$ cat src/rtl/orgexp_pkg.sv
// Shared types and default widths for the orgexp video RAM arbitration path.
`timescale 1ns/1ps
package orgexp_pkg;

    localparam int VRAM_ADDR_W = 13;
    localparam int VRAM_DATA_W = 8;

    // Owner of a command in flight through the memory pipeline.
    typedef enum logic [1:0] {
        TAG_NONE = 2'd0,
        TAG_VGA  = 2'd1,
        TAG_CPU  = 2'd2
    } tag_e;

    typedef enum logic [1:0] {
        C_IDLE = 2'd0,
        C_BUSY = 2'd1,
        C_ACK  = 2'd2
    } cpu_state_e;

endpackage

$ cat src/rtl/vram_arb_pipe.sv
// Delays the owner tag of each granted VRAM command and steers the returned
// read word to the VGA or CPU response registers three cycles after the grant.
`timescale 1ns/1ps
module vram_arb_pipe
    import orgexp_pkg::*;
#(
    parameter int DATA_W = VRAM_DATA_W
) (
    input  logic              clk,
    input  logic              rst,
    input  tag_e              tag_i,
    input  logic              we_i,
    input  logic [DATA_W-1:0] mem_rdata_i,
    output logic [DATA_W-1:0] vga_data_o,
    output logic              vga_valid_o,
    output logic [DATA_W-1:0] cpu_rdata_o,
    output logic              cpu_ack_o
);

    localparam int STAGES = 3;

    tag_e tag_d [STAGES];
    tag_e tag_q [STAGES];
    logic we_d  [STAGES-1];
    logic we_q  [STAGES-1];

    logic [DATA_W-1:0] vga_data_q;
    logic [DATA_W-1:0] cpu_rdata_q;

    assign tag_d[0] = tag_i;
    assign we_d[0]  = we_i;

    for (genvar gi = 1; gi < STAGES; gi++) begin : g_tag_link
        assign tag_d[gi] = tag_q[gi-1];
    end

    for (genvar gi = 1; gi < STAGES - 1; gi++) begin : g_we_link
        assign we_d[gi] = we_q[gi-1];
    end

    for (genvar gi = 0; gi < STAGES; gi++) begin : g_tag_stage
        always_ff @(posedge clk or posedge rst) begin
            if (rst) begin
                tag_q[gi] <= TAG_NONE;
            end else begin
                tag_q[gi] <= tag_d[gi];
            end
        end
    end

    for (genvar gi = 0; gi < STAGES - 1; gi++) begin : g_we_stage
        always_ff @(posedge clk or posedge rst) begin
            if (rst) begin
                we_q[gi] <= 1'b0;
            end else begin
                we_q[gi] <= we_d[gi];
            end
        end
    end

    // Stage 2 sees the RAM output; a CPU write leaves cpu_rdata untouched.
    always_ff @(posedge clk or posedge rst) begin
        if (rst) begin
            vga_data_q  <= '0;
            cpu_rdata_q <= '0;
        end else begin
            if (tag_q[1] == TAG_VGA) begin
                vga_data_q <= mem_rdata_i;
            end
            if ((tag_q[1] == TAG_CPU) && !we_q[1]) begin
                cpu_rdata_q <= mem_rdata_i;
            end
        end
    end

    assign vga_data_o  = vga_data_q;
    assign cpu_rdata_o = cpu_rdata_q;
    assign vga_valid_o = (tag_q[STAGES-1] == TAG_VGA);
    assign cpu_ack_o   = (tag_q[STAGES-1] == TAG_CPU);

endmodule

$ cat src/rtl/vram_arbiter.sv
// Single-port VRAM arbiter: VGA fetches have priority, the CPU is forced
// through after STARVE_LIMIT consecutive losses. Fixed 3-cycle latency.
`timescale 1ns/1ps
module vram_arbiter
    import orgexp_pkg::*;
#(
    parameter int ADDR_W       = VRAM_ADDR_W,
    parameter int DATA_W       = VRAM_DATA_W,
    parameter int STARVE_LIMIT = 15
) (
    input  logic              clk,
    input  logic              rst,
    input  logic              vga_req,
    input  logic [ADDR_W-1:0] vga_addr,
    output logic [DATA_W-1:0] vga_data,
    output logic              vga_valid,
    output logic              vga_miss,
    input  logic              cpu_req,
    input  logic              cpu_we,
    input  logic [ADDR_W-1:0] cpu_addr,
    input  logic [DATA_W-1:0] cpu_wdata,
    output logic [DATA_W-1:0] cpu_rdata,
    output logic              cpu_ack,
    output logic              mem_en,
    output logic              mem_we,
    output logic [ADDR_W-1:0] mem_addr,
    output logic [DATA_W-1:0] mem_wdata,
    input  logic [DATA_W-1:0] mem_rdata
);

    localparam logic [7:0] STARVE_MAX = 8'(STARVE_LIMIT);

    cpu_state_e        state_q, state_d;
    logic              busy_cnt_q, busy_cnt_d;
    logic [7:0]        starve_q, starve_d;
    logic              mem_en_q, mem_en_d;
    logic              mem_we_q, mem_we_d;
    logic [ADDR_W-1:0] mem_addr_q, mem_addr_d;
    logic [DATA_W-1:0] mem_wdata_q, mem_wdata_d;
    logic              miss_q, miss_d;
    tag_e              tag_d;

    logic cpu_pend;
    logic cpu_force;
    logic cpu_gnt;
    logic vga_gnt;

    always_comb begin
        cpu_pend  = (state_q == C_IDLE) && cpu_req;
        cpu_force = (starve_q == STARVE_MAX);
        cpu_gnt   = cpu_pend && (!vga_req || cpu_force);
        vga_gnt   = vga_req && !cpu_gnt;
    end

    always_comb begin
        starve_d = 8'd0;
        if (cpu_pend && !cpu_gnt) begin
            starve_d = (starve_q < STARVE_MAX) ? starve_q + 8'd1 : starve_q;
        end
    end

    // Address and write data hold their last value on idle cycles.
    always_comb begin
        mem_en_d    = vga_gnt || cpu_gnt;
        mem_we_d    = cpu_gnt && cpu_we;
        mem_addr_d  = mem_addr_q;
        mem_wdata_d = mem_wdata_q;
        tag_d       = TAG_NONE;
        miss_d      = vga_req && cpu_gnt;
        if (cpu_gnt) begin
            mem_addr_d  = cpu_addr;
            mem_wdata_d = cpu_wdata;
            tag_d       = TAG_CPU;
        end else if (vga_gnt) begin
            mem_addr_d  = vga_addr;
            tag_d       = TAG_VGA;
        end
    end

    always_comb begin
        state_d    = state_q;
        busy_cnt_d = busy_cnt_q;
        case (state_q)
            C_IDLE: begin
                if (cpu_gnt) begin
                    state_d    = C_BUSY;
                    busy_cnt_d = 1'b0;
                end
            end
            C_BUSY: begin
                if (busy_cnt_q) begin
                    state_d = C_ACK;
                end else begin
                    busy_cnt_d = 1'b1;
                end
            end
            C_ACK:   state_d = C_IDLE;
            default: state_d = C_IDLE;
        endcase
    end

    always_ff @(posedge clk or posedge rst) begin
        if (rst) begin
            state_q     <= C_IDLE;
            busy_cnt_q  <= 1'b0;
            starve_q    <= 8'd0;
            mem_en_q    <= 1'b0;
            mem_we_q    <= 1'b0;
            mem_addr_q  <= '0;
            mem_wdata_q <= '0;
            miss_q      <= 1'b0;
        end else begin
            state_q     <= state_d;
            busy_cnt_q  <= busy_cnt_d;
            starve_q    <= starve_d;
            mem_en_q    <= mem_en_d;
            mem_we_q    <= mem_we_d;
            mem_addr_q  <= mem_addr_d;
            mem_wdata_q <= mem_wdata_d;
            miss_q      <= miss_d;
        end
    end

    vram_arb_pipe #(
        .DATA_W (DATA_W)
    ) u_pipe (
        .clk         (clk),
        .rst         (rst),
        .tag_i       (tag_d),
        .we_i        (mem_we_d),
        .mem_rdata_i (mem_rdata),
        .vga_data_o  (vga_data),
        .vga_valid_o (vga_valid),
        .cpu_rdata_o (cpu_rdata),
        .cpu_ack_o   (cpu_ack)
    );

    assign mem_en    = mem_en_q;
    assign mem_we    = mem_we_q;
    assign mem_addr  = mem_addr_q;
    assign mem_wdata = mem_wdata_q;
    assign vga_miss  = miss_q;

endmodule

$ cat config.mk
export PLATFORM = sky130hd
export DESIGN_NAME = vram_arbiter
export DESIGN_NICKNAME = d
export VERILOG_FILES = /design/src/rtl/orgexp_pkg.sv /design/src/rtl/vram_arb_pipe.sv /design/src/rtl/vram_arbiter.sv
export SDC_FILE = /design/constraint.sdc
export NUM_CORES = 1
export LEC_CHECK = 0
export BUFFER_PORTS_ARGS = -buffer_cell sky130_fd_sc_hd__buf_2
export CAP_MARGIN = 40
export CORE_MARGIN = 3
export CORE_UTILIZATION = 45
export DETAILED_ROUTE_END_ITERATION = 7
export GPL_ROUTABILITY_DRIVEN = 0
export PLACE_DENSITY = 0.83
export REMOVE_ABC_BUFFERS = 1
export SETUP_SLACK_MARGIN = 0.05
export SLEW_MARGIN = 15
export SYNTH_ARGS = -nofsm -noshare
export SYNTH_HDL_FRONTEND = slang
export SYNTH_HIERARCHICAL = 1
export SYNTH_SLANG_ARGS = --single-unit
$ cat constraint.sdc
create_clock -name clk -period 5.1 [get_ports clk]
set_clock_uncertainty 0.05 [all_clocks]
set_input_delay 1.275 -clock clk [delete_from_list [all_inputs] [get_ports clk]]
set_output_delay 1.275 -clock clk [all_outputs]
set_load 0.005 [all_outputs]
==> flow_summary.toml <==
[run]
drv_cap = 0

[synthesis]
ys_ff_latch = 59
synth_warnings = 6
syn-mean-instance-area_um2 = 12.6
synth_cell_types = 31
synth_compound_area_frac = 0.0985
syn_area_um2 = 2400
synth_seq_area_share = 0.615
synth-adder-area-share = 0.00521
post_synth_and_or_nand_nor_area_fraction = 0.126
synthCells = 190
synth_xor_area_frac = 0.00365
synth_top_family_by_area = "multiplexers"
synthMuxAreaShare = 0.127

[clock_network]
post_cts_buffers = 0
clock_sinks = 59
htree_levels = 3
numCtsBuffers = 9
clk_pin_slew_ps = 60
cts_resized = 0
cts_tree = "done"
hold_buffers = 0
cts_root_buf = "clkbuf_8"
clk_latency_ps = 320
clockBufferDepth = 2

[route]
drt-initial-drc-count = 68
routed_wl_mm = 4.87
wl_per_cell_um = 13.7
via_per_inst = 5.03
num_vias = 1791
drc = 0
firstDrtPassIters = 4
ant_nets = 0

[timing]
worstMarginPinSlew_ps = 670
fmax_mhz = 320
slew_violations = 0
rsz0062_at_grt = "false"
hold_violations = 0
min_period_ps = 3130
tns_ps = 0
slew_headroom = 0.549
setup-violations-final = 0
final.period_utilization = 0.613

[floorplan]
die_area_um2 = 6250
core_area_um2 = 4940
placementRows = 25
start_util = 0.486
die_w_um = 79.0
dieHeight_um = 79.0
pin_count = 89

[critical_path]
endpoint_kind = "flop"
crit_arrival_ps = 3280
start_kind = "input port"
cp.required_ps = 5250
setup.worst_path.class = "input port to flop"
cp_max_fo = 16

[run_status]
outcome = "finished clean"

[power_and_ir_drop]
power_leakage_nw = 1.58
powerDensity_nw_per_um2 = 457
ir_worst_vdd_mv = 0.272

[final_layout]
syn2layout_area_growth_pct = 29.2
drive_gt1_frac = 0.467
layout.nets = 332
num_antenna_cells = 0
postLayoutCellArea_um2 = 3100

[min_path]
hold_class = "flop to flop"

[global_routing]
grt_start_max_net_pins = 36
track_usage = 0.168
grt_pass1_vias = 1684
overflow = 0
antenna_found_initial = 0
grt_pass1_wl_mm = 8.00

[placement]
hpwl_mm = 3.55
io_buffers = 88
placed_area_um2 = 2930
-- metal layers --
layer	part of all wire	GRT usage	up-vias
met5	0	0	-
met3	0.10	0.0544	9
met4	0.019	0.0825	0
met2	0.42	0.235	97
met1	0.46	0.234	833
li1	-	-	852
-- logic make-up after synthesis --
| kind of cell | Yosys count |
|---|---|
| adder cells (fa/ha/maj) | 1 |
| flip-flops | 59 |
| buffers and inverters | 13 |
| AND/OR/NAND/NOR | 58 |
| AO/OA/AOI/OAI | 33 |
| multiplexers | 25 |
| XOR/XNOR | 1 |
-- final cells by class --
class,count,area (µm²)
fillers,403,1840
well taps,67,83.8
repair buffers,92,490
clock buffers,14,163
inverters,4,15.0
flip-flops and latches,59,1480
multi-input cells,118,865
clock inverters,2,10.0
-- metrics by stage --
| stage | hold slack (ps) | std cells | worst slack (ps) | total power [W] | utilization |
|---|---|---|---|---|---|
| 2_1_floorplan | 281 | 181 | 2110 | 0.000888 | - |
| 3_3_place_gp | 281 | 338 | 1690 | 0.00105 | 0.586 |
| 3_5_place_dp | 285 | 340 | 1620 | 0.00107 | 0.593 |
| 4_1_cts | 299 | 356 | 1980 | 0.00144 | 0.628 |
| 5_1_grt | 306 | 356 | 1840 | 0.00152 | 0.628 |
| 6_report | 297 | 356 | 1970 | 0.00142 | 0.628 |
-- sequential cells by signal, indices dropped and copies added (netlist names) --
name	flops
mem_addr	13
mem_wdata	8
starve_q	8
u_pipe/cpu_rdata_o	8
u_pipe/vga_data_o	8
u_pipe/tag_d	4
state_q	2
u_pipe/tag_q	2
busy_cnt_q	1
mem_en	1
mem_we	1
u_pipe/we_d	1
u_pipe/we_q	1
vga_miss	1
-- worst paths after layout --
kind	startpoint	end	depth (start not counted)	slack, ps
worst max-delay path	cpu_req	mem_addr[5]	6	1970
worst min-delay path	u_pipe/we_d[0]	u_pipe/we_q[0]	0	300
worst max register to register	state_q[1]	mem_addr[5]	5	2550
worst min register to register	u_pipe/we_d[0]	u_pipe/we_q[0]	0	300
max in group asynchronous	rst	mem_addr[2]	3	3690
min in group asynchronous	rst	u_pipe/cpu_rdata_o[2]	2	870
-- cells in the final DEF, fill, tap and decap left out, types with 3 or more instances in the layout --
cell type	netlist	routed
buf_2	2	88
dfrtp_1	59	59
nand2_1	32	32
mux2_2	19	19
a21oi_1	16	16
a221o_1	13	13
clkbuf_8	0	11
mux2_4	6	6
inv_1	4	4
nor2b_1	4	4
nor2_1	4	4
and3_1	3	3
nand2b_1	3	3
clkbuf_1	5	3
buf_4	0	3
-- critical path, stage by stage --
cell     delay (ps)
buf_2            80
or3b_1          610
nor3_4          580
nor2b_1         200
buf_4           220
a221o_1         290
-- where the power goes --
group          internal (W)  switching, W  total [W]  leakage, nW
Sequential         0.000593     0.0000678   0.000661        0.730
Combinational      0.000224      0.000174   0.000398        0.758
Clock              0.000202      0.000158   0.000360       0.0905
Total               0.00102      0.000400    0.00142         1.58
-- synth_stat cells --
| master | n | area, µm² |
|---|---|---|
| a21o_2 | 1 | 8.76 |
| a21oi_1 | 16 | 80.1 |
| a221o_1 | 13 | 130 |
| and2_1 | 1 | 6.26 |
| and3_1 | 3 | 18.8 |
| and3_2 | 1 | 7.51 |
| buf_2 | 2 | 10.0 |
| buf_6 | 1 | 11.3 |
| clkbuf_1 | 5 | 18.8 |
| clkbuf_2 | 1 | 5.00 |
| dfrtp_1 | 59 | 1480 |
| ha_1 | 1 | 12.5 |
| inv_1 | 4 | 15.0 |
| mux2_2 | 19 | 214 |
| mux2_4 | 6 | 90.1 |
| nand2_1 | 32 | 120 |
| nand2b_1 | 3 | 18.8 |
| nand3_1 | 2 | 10.0 |
| nor2_1 | 4 | 15.0 |
| nor2b_1 | 4 | 25.0 |
| nor3_4 | 1 | 16.3 |
| nor3b_1 | 1 | 7.51 |
| nor3b_4 | 1 | 18.8 |
| nor4_1 | 1 | 6.26 |
| o21a_1 | 1 | 7.51 |
| o21ai_0 | 2 | 10.0 |
| or2_1 | 1 | 6.26 |
| or3_1 | 1 | 6.26 |
| or3b_1 | 1 | 8.76 |
| or4_4 | 1 | 11.3 |
| xor2_1 | 1 | 8.76 |
Power figures use the tool's default switching activity.
